[config.mk]
export PLATFORM = sky130hd
export DESIGN_NAME = set_bit_serializer
export DESIGN_NICKNAME = d
export VERILOG_FILES = /design/src/rtl/set_bit_serializer_pkg.sv /design/src/rtl/set_bit_serializer_lowest_one_enc.sv /design/src/rtl/set_bit_serializer.sv
export SDC_FILE = /design/constraint.sdc
export NUM_CORES = 1
export LEC_CHECK = 0
export BUFFER_PORTS_ARGS = -buffer_cell sky130_fd_sc_hd__buf_4
export CAP_MARGIN = 20
export CORE_UTILIZATION = 40
export DETAILED_ROUTE_END_ITERATION = 6
export SYNTH_ARGS = -nofsm -noshare
export SYNTH_HDL_FRONTEND = slang
export SYNTH_SLANG_ARGS = --single-unit
[constraint.sdc]
create_clock -name clk -period 3.81 [get_ports clk]
set_input_delay 0.5715 -clock clk [delete_from_list [all_inputs] [get_ports clk]]
set_output_delay 0.5715 -clock clk [all_outputs]
set_load 0.01 [all_outputs]
[src/rtl/set_bit_serializer_pkg.sv]
// Shared types and defaults for the set-bit serializer slice.
package set_bit_serializer_pkg;

  localparam int WIDTH_DEF = 8;
  localparam int POS_W_DEF = $clog2(WIDTH_DEF);

  typedef enum logic [1:0] {
    IDLE = 2'd0,
    SCAN = 2'd1,
    ZERO = 2'd2
  } state_e;

endpackage

[src/rtl/set_bit_serializer_lowest_one_enc.sv]
// Combinational lowest-set-bit encoder; reports WIDTH-1 when nothing is set.
module lowest_one_enc #(
  parameter int WIDTH = 8,
  parameter int POS_W = $clog2(WIDTH)
) (
  input  logic [WIDTH-1:0] vec_i,
  output logic [POS_W-1:0] pos_o,
  output logic             found_o
);

  always_comb begin
    pos_o   = POS_W'(WIDTH - 1);
    found_o = 1'b0;
    // Scan downward so the last hit is the lowest set bit.
    for (int i = WIDTH - 1; i >= 0; i--) begin
      if (vec_i[i]) begin
        pos_o   = POS_W'(i);
        found_o = 1'b1;
      end
    end
  end

endmodule

[src/rtl/set_bit_serializer.sv]
// Accepts a request vector and emits the index of each set bit, lowest first,
// one per output handshake; all-zero vectors produce a single flagged beat.
module set_bit_serializer
  import set_bit_serializer_pkg::*;
#(
  parameter int WIDTH = WIDTH_DEF,
  localparam int POS_W = $clog2(WIDTH)
) (
  input  logic             clk,
  input  logic             reset,
  input  logic             in_valid,
  output logic             in_ready,
  input  logic [WIDTH-1:0] in_vec,
  output logic             out_valid,
  input  logic             out_ready,
  output logic [POS_W-1:0] out_pos,
  output logic             out_none,
  output logic             out_last,
  output logic [POS_W:0]   out_idx,
  input  logic             abort
);

  state_e           state_q, state_d;
  logic [WIDTH-1:0] residual_q, residual_d;
  logic [POS_W:0]   idx_q, idx_d;

  logic [POS_W-1:0] enc_pos;
  logic             enc_found;
  logic [WIDTH-1:0] residual_clr;
  logic             single_bit;

  lowest_one_enc #(
    .WIDTH (WIDTH),
    .POS_W (POS_W)
  ) u_enc (
    .vec_i   (residual_q),
    .pos_o   (enc_pos),
    .found_o (enc_found)
  );

  // x & (x-1) drops the lowest set bit; a zero result means one bit remained.
  assign residual_clr = residual_q & (residual_q - WIDTH'(1));
  assign single_bit   = enc_found && (residual_clr == '0);

  always_ff @(posedge clk or posedge reset) begin
    if (reset) begin
      state_q    <= IDLE;
      residual_q <= '0;
      idx_q      <= '0;
    end else begin
      state_q    <= state_d;
      residual_q <= residual_d;
      idx_q      <= idx_d;
    end
  end

  always_comb begin
    state_d    = state_q;
    residual_d = residual_q;
    idx_d      = idx_q;
    if (abort) begin
      state_d    = IDLE;
      residual_d = '0;
      idx_d      = '0;
    end else begin
      unique case (state_q)
        IDLE: begin
          if (in_valid) begin
            residual_d = in_vec;
            idx_d      = '0;
            state_d    = (in_vec == '0) ? ZERO : SCAN;
          end
        end
        SCAN: begin
          if (out_ready) begin
            residual_d = residual_clr;
            idx_d      = idx_q + 1'b1;
            if (single_bit) state_d = IDLE;
          end
        end
        ZERO: begin
          if (out_ready) state_d = IDLE;
        end
        default: state_d = IDLE;
      endcase
    end
  end

  always_comb begin
    in_ready  = (state_q == IDLE) && !reset;
    out_valid = (state_q == SCAN) || (state_q == ZERO);
    out_none  = (state_q == ZERO);
    out_last  = (state_q == ZERO) || ((state_q == SCAN) && single_bit);
    out_pos   = (state_q == IDLE) ? '0 : enc_pos;
    out_idx   = idx_q;
  end

endmodule

==> summary.txt, run 1 <==
Max clock buf depth: 2
Gate power share: 39.4%
Post-synth top cells: 14 x dfrtp_1, 14 x nand2_1, 12 x nor2_1, 10 x o21ai_0, 8 x inv_1
Pleak: 0.586 nW
Sequential Power Share: 38.4%
Initial antenna violation count: 0
Hold slack: 0.347 ns
DRC Markers: 0
Global Route Usage Sum: 22.0%
Top cell type's share of synthesized area: 33.7%
Hold Fails Final Rpt: 0
Die ar.: 2810 um2
Post-CTS setup buffers: 0
Mapped Area: 1040 um2
Post-route design area: 1240 um2
FP Rows: 18
Reg2Reg Depth: 7
First-pass GRT wire length: 4390 um
Fmax: 0.347 GHz
IO Port Bufs: 23
Largest net degree at the start of global routing: 16
Routed wire per std cell: 15.1 um
Cell variety after synth: 37
PostCTS Resize Cnt: 0
Mapped Cells: 128
Worst Path Required: 3.24 ns
Sw frac: 37.7%
Internal power: 0.000307 W
H-tree Lvls: 1
Yosys warns: 0
Via density per instance: 5.89
Status: finished clean
Initial Util: 42.0%
Number of max-cap violations: 0
Ports: 24
Slowest stage delay, CP: 0.63 ns
Die width: 53.0 um
Worst Path Max Fanout: 9
Post-synth EDFFs: 0
Final setup violation count: 0
Rel. slew slack: 53.7%
Die height: 53.0 um
Layout cells sized above 1: 20.9%
DR pass1 iterations: 4
Number of DRC markers in iteration 0: 30
Worst r2r src: state_q[1]
Crit path DAT: 2.31 ns
TNS Setup: 0 ns
Crit-path cells: or4_4, a2111oi_0, a311oi_1, a21oi_1, a21o_1, buf_4
CTS buffer count: 3
PD cells: 398 nW/um2
Clock skew: 0.00368 ns
GRT overflow: 0
# diodes: 0
Fin util: 49.9%
Core Area: 2480 um2
Setup slack, reg-to-reg: 1.43 ns
Max-slew violation count: 0
Area contributors post-synth: dfrtp_1 34%, nand2_1 5.0%, ha_1 4.8%
Vias: 1049
Yosys reg bits: 14
Async set-reset flop share out of synthesis: 100%
Clock tree sinks: 14
Final wirelength: 2680 um
Worst reg2reg path endpoint: residual_q[5]
CTS tree: built
Vias in the first global route: 973
Worst-path clk slew: 0.09 ns
Fin crit share: 75.6%
Syn Nets: 145
RSZ-0062 raised after global routing: false
Clk root buf: clkbuf_4
Dpl cell area: 1200 um2
Final ANT Viol Nets: 0
P_sw: 0.000186 W
Register area share after synthesis: 33.7%
Worst vdd ir: 206 uV
Final total power: 0.000493 W
Worst Setup Start Kind: flip-flop
Clk network pwr share: 22.1%
Hold crit path type: input port to asynchronous set/reset pin
Main synth FF type: dfrtp_1
CP endpoint kind: output port
Crit path kind: flip-flop to output port
Nets@finish: 166
Syn Area/Cell: 8.13 um2
Slew at the pin closest to its max-slew limit: 0.690 ns
DP Wirelength: 2080 um
Skew-Pair Late Insertion Delay: 0.28 ns
Final min period: 2.88 ns
Area leader, netlist: dfrtp_1
Area Overhead vs Synth: 18.9%
CP max-delay cell: or4_4
Gpl congestion: 0.813
Hold-fix buffer count after cts: 0
Worst setup startpoint: residual_q[0]
==> cells by family after synthesis <==
family                   Yosys count  share of synthesized area (%)
AO/OA/AOI/OAI                     41                           26.7
buffers and inverters             15                           7.69
AND/OR/NAND/NOR                   51                           24.2
adder cells (fa/ha/maj)            5                           5.89
multiplexers                       2                           1.92
flip-flops                        14                           33.7
==> final cells by class <==
type,count,area [um2]
Inverter,8,30.0
Tap cell,30,37.5
Sequential cell,14,350
Timing Repair Buffer,23,173
Multi-Input combinational cell,99,611
Fill cell,270,1240
Clock buffer,4,36.3
==> critical path: cells and delay by family (launching register included) <==
| family | cells | cell delay [ns] |
|---|---|---|
| buffers and inverters | 1 | 0.11 |
| AND/OR/NAND/NOR | 1 | 0.63 |
| AO/OA/AOI/OAI | 4 | 0.80 |
| flip-flops | 1 | 0.48 |
==> metrics by stage <==
step / worst slack (ns) / instances
2_1_floorplan: 1.42 / 128
3_3_place_gp: 1.36 / 174
3_5_place_dp: 1.30 / 174
4_1_cts: 0.936 / 178
5_1_grt: 0.815 / 178
6_report: 0.929 / 178
==> per-layer routing <==
layer / vias up / wire length, um / global-route usage [%]
met5: - / 0 / 0
met1: 490 / 1230 / 29.9
li1: 508 / - / -
met2: 46 / 1240 / 35.0
met3: 5 / 185 / 2.59
met4: 0 / 31 / 8.77
==> power groups by stage <==
stage	logic, W	clock network [W]	registers (W)
6_report	0.000194	0.000109	0.000189
5_1_grt	0.000218	0.000121	0.000193
4_1_cts	0.000195	0.000112	0.000189
3_5_place_dp	0.000193	0	0.000191
3_3_place_gp	0.000191	0	0.000190
2_1_floorplan	0.000159	0	0.000177
==> layout by cell type, fill, tap and decap left out, types with 2 or more instances in the layout <==
| cell type | synthesis | layout |
|---|---|---|
| buf_4 | 2 | 23 |
| nand2_1 | 14 | 14 |
| dfrtp_1 | 14 | 14 |
| nor2_1 | 12 | 12 |
| o21ai_0 | 10 | 10 |
| inv_1 | 8 | 8 |
| a21oi_1 | 7 | 7 |
| nand2b_1 | 5 | 5 |
| nor3_1 | 5 | 5 |
| nand3_1 | 4 | 4 |
| a22o_1 | 4 | 4 |
| nor4_1 | 4 | 4 |
| a21o_1 | 4 | 4 |
| ha_1 | 4 | 4 |
| nor2b_1 | 3 | 3 |
| clkbuf_4 | 0 | 3 |
| mux2i_1 | 2 | 2 |
| a32oi_1 | 2 | 2 |
| a31oi_1 | 2 | 2 |
| a311oi_1 | 2 | 2 |
==> state kept, by name, summed over array words and instances (netlist names) <==
name        flops
state_q         2
residual_q      8
out_idx         4
==> worst max path at each step <==
stage	endpoint	cells after the start
6_report	out_last	6
4_1_cts	out_last	6
2_1_floorplan	out_last	7
3_5_place_dp	out_last	6
3_3_place_gp	out_last	6
5_1_grt	out_last	6
(Power assumes the default switching activity.)
==> inputs of run 2 (changes only) <==
--- a/config.mk
+++ b/config.mk
@@ -5,6 +5,7 @@
 export SDC_FILE = /design/constraint.sdc
 export NUM_CORES = 1
 export LEC_CHECK = 0
+export ABC_AREA = 1
 export BUFFER_PORTS_ARGS = -buffer_cell sky130_fd_sc_hd__buf_4
 export CAP_MARGIN = 20
 export CORE_UTILIZATION = 40
==> constraint.sdc (replaced) <==
create_clock -name clk -period 2.75 [get_ports clk]
set_input_delay 0.4125 -clock clk [delete_from_list [all_inputs] [get_ports clk]]
set_output_delay 0.4125 -clock clk [all_outputs]
set_load 0.01 [all_outputs]
==> summary.txt, run 2 <==
Post-route design area: 1180 um2 (was 1240 um2)
RSZ-0062 raised after global routing: false (unchanged)
Die width: 50.7 um (was 53.0 um)
Core Area: 2210 um2 (was 2480 um2)
PostCTS Resize Cnt: 0 (unchanged)
Vias in the first global route: 878 (was 973)
Final ANT Viol Nets: 0 (unchanged)
Final setup violation count: 0 (unchanged)
Crit path kind: flip-flop to output port (unchanged)
DP Wirelength: 1820 um (was 2080 um)
Area contributors post-synth: dfrtp_1 37%, nand2_1 13%, nor2_1 9.5% (was dfrtp_1 34%, nand2_1 5.0%, ha_1 4.8%)
Worst Setup Start Kind: flip-flop (unchanged)
FP Rows: 17 (was 18)
Worst reg2reg path endpoint: out_idx[2] (was residual_q[5])
Worst Path Max Fanout: 6 (was 9)
CP endpoint kind: output port (unchanged)
Skew-Pair Late Insertion Delay: 0.28 ns (about the same)
Mapped Area: 947 um2 (was 1040 um2)
Post-CTS setup buffers: 0 (unchanged)
Slowest stage delay, CP: 0.44 ns (was 0.63 ns)
Syn Area/Cell: 6.91 um2 (was 8.13 um2)
CP max-delay cell: dfrtp_1 (was or4_4)
Initial antenna violation count: 0 (unchanged)
Max clock buf depth: 2 (unchanged)
Max-slew violation count: 0 (unchanged)
Global Route Usage Sum: 20.7% (was 22.0%)
Area leader, netlist: dfrtp_1 (unchanged)
Clock skew: 0.00987 ns (was 0.00368 ns)
Number of max-cap violations: 0 (unchanged)
Die height: 50.7 um (was 53.0 um)
Gpl congestion: 0.924 (was 0.813)
CTS buffer count: 3 (unchanged)
Yosys warns: 0 (unchanged)
Area Overhead vs Synth: 24.2% (was 18.9%)
Via density per instance: 5.15 (was 5.89)
Largest net degree at the start of global routing: 15 (was 16)
Max reg flops: 8 (unchanged)
Hold slack: 0.198 ns (was 0.347 ns)
Final min period: 2.13 ns
Final wirelength: 2360 um (was 2680 um)
Clk root buf: clkbuf_4 (unchanged)
Most frequent cells in the layout: 34 x nand2_1, 24 x nor2_1, 23 x buf_4, 16 x inv_1, 14 x dfrtp_1 (was 23 x buf_4, 14 x nand2_1, 14 x dfrtp_1, 12 x nor2_1, 10 x o21ai_0)
Post-synth top cells: 34 x nand2_1, 24 x nor2_1, 16 x inv_1, 14 x dfrtp_1, 11 x o21ai_0 (was 14 x dfrtp_1, 14 x nand2_1, 12 x nor2_1, 10 x o21ai_0, 8 x inv_1)
Yosys reg bits: 14 (unchanged)
Main synth FF type: dfrtp_1 (unchanged)
CTS tree: built (unchanged)
Nets@finish: 180 (was 166)
Top cell type's share of synthesized area: 37.0% (was 33.7%)
Vias: 979 (was 1049)
PD cells: 953 nW/um2 (was 398 nW/um2)
Worst r2r src: state_q[1] (unchanged)
Worst Path Required: 2.34 ns (was 3.24 ns)
Hold crit path type: input port to asynchronous set/reset pin (unchanged)
Slew at the pin closest to its max-slew limit: 0.599 ns (was 0.690 ns)
Cell variety after synth: 22 (was 37)
DR pass1 iterations: 4 (unchanged)
Crit-path cells: nor2_1, nand2_1, nand2_1, nand3_1, nor2_1, nand2_1, o21bai_1, buf_4 (was or4_4, a2111oi_0, a311oi_1, a21oi_1, a21o_1, buf_4)
Crit path DAT: 1.71 ns (was 2.31 ns)
Fin crit share: 77.3%
Fmax: 0.470 GHz
Number of DRC markers in iteration 0: 36 (was 30)
Mapped Cells: 137 (was 128)
Cell with the most instances after synthesis: nand2_1
Register area share after synthesis: 37.0% (was 33.7%)
Setup slack, reg-to-reg: 0.66 ns (was 1.43 ns)
DRC Markers: 0 (unchanged)
H-tree Lvls: 1 (unchanged)
Initial Util: 42.8% (was 42.0%)
Dpl cell area: 1140 um2 (was 1200 um2)
Reg2Reg Depth: 9 (was 7)
Die ar.: 2570 um2 (was 2810 um2)
Hold Fails Final Rpt: 0 (unchanged)
Layout filler cell count: 226 (was 270)
Largest Register: residual_q (unchanged)
Leading cell type in the layout, fill and taps excluded: nand2_1 (was buf_4)
Post-synth EDFFs: 0 (unchanged)
Worst-path clk slew: 0.10 ns (was 0.09 ns)
GRT overflow: 0 (unchanged)
Async set-reset flop share out of synthesis: 100% (unchanged)
Layout cells sized above 1: 19.1% (was 20.9%)
Clock tree sinks: 14 (unchanged)
# diodes: 0 (unchanged)
CP dominant cell by count: nand2_1
Routed wire per std cell: 12.4 um (was 15.1 um)
Ports: 24 (unchanged)
Status: finished clean (unchanged)
Pleak: 0.609 nW (was 0.586 nW)
Final total power: 0.00112 W (was 0.000493 W)
Syn Nets: 154 (was 145)
Worst vdd ir: 508 uV (was 206 uV)
TNS Setup: 0 ns (unchanged)
IO Port Bufs: 23 (unchanged)
Fin util: 53.2% (was 49.9%)
Hold-fix buffer count after cts: 0 (unchanged)
First-pass GRT wire length: 3910 um (was 4390 um)
Rel. slew slack: 60.0% (was 53.7%)
-- run 2: changes by cell type after synthesis, moves of 3 or more --
| cell | previous run | this run |
|---|---|---|
| inv_1 | 8 | 16 |
| nor2b_1 | 3 | 0 |
| a21o_1 | 4 | 0 |
| nand2b_1 | 5 | 0 |
| nand3_1 | 4 | 9 |
| a21oi_1 | 7 | 4 |
| nand2_1 | 14 | 34 |
| o22ai_1 | 1 | 4 |
| nor4_1 | 4 | 1 |
| a22o_1 | 4 | 0 |
| nor2_1 | 12 | 24 |
-- run 2: cell type report --
cell class              count  area [um2]  area share, %
well taps                  28        35.0           2.98
multi-input cells         104         518           44.0
repair buffers             23         173           14.7
clock buffers               4        36.3           3.09
flip-flops and latches     14         350           29.8
inverters                  17        63.8           5.43
-- run 2: report_power, final --
part	leakage, nW	switching [W]	internal, W	total (W)
clock network	0.0210	0.0000729	0.0000805	0.000153
logic	0.402	0.000394	0.000239	0.000633
registers	0.186	0.0000649	0.000269	0.000334
-- run 2: per-layer routing --
layer | wire (um) | track usage (%) | vias to the layer above
li1 | - | - | 497
met1 | 1090 | 27.9 | 445
met2 | 1100 | 33.6 | 33
met3 | 126 | 3.03 | 4
met4 | 34 | 6.94 | 0
met5 | 0 | 0 | -
-- run 2: critical path: cells and delay by family (launching register included) --
family / cells / cell delay [ns]
simple gates: 6 / 0.72
buf+inv: 1 / 0.14
compound gates: 1 / 0.14
flops: 1 / 0.44
-- run 2: cell families (layout without fill, tap and decap cells) --
| family | after synthesis | count (layout) | share of synthesized area, % |
|---|---|---|---|
| compound gates | 23 | 23 | 13.6 |
| buf+inv | 19 | 44 | 8.32 |
| flops | 14 | 14 | 37.0 |
| simple gates | 76 | 76 | 34.9 |
| xor+xnor | 1 | 1 | 0.925 |
| fa+ha+maj | 4 | 4 | 5.28 |
-- run 2: how the worst max path moves through the flow --
stage,from,endpoint,slack [ns],depth (start not counted)
floorplan,residual_q[0],out_last,1.16,7
global placement,state_q[1],out_idx[2],0.74,9
detailed placement,state_q[1],out_idx[2],0.69,9
CTS,residual_q[1],out_last,0.60,8
global route,residual_q[1],out_last,0.44,8
finish,residual_q[1],out_last,0.62,8
-- run 2: per-stage QoR --
| stage | setup slack, ns | instances |
|---|---|---|
| after CTS | 0.605 | 190 |
| final | 0.624 | 190 |
| after global routing | 0.443 | 190 |
| after global placement | 0.740 | 186 |
| after detailed placement | 0.695 | 186 |
| after floorplan | 1.16 | 137 |
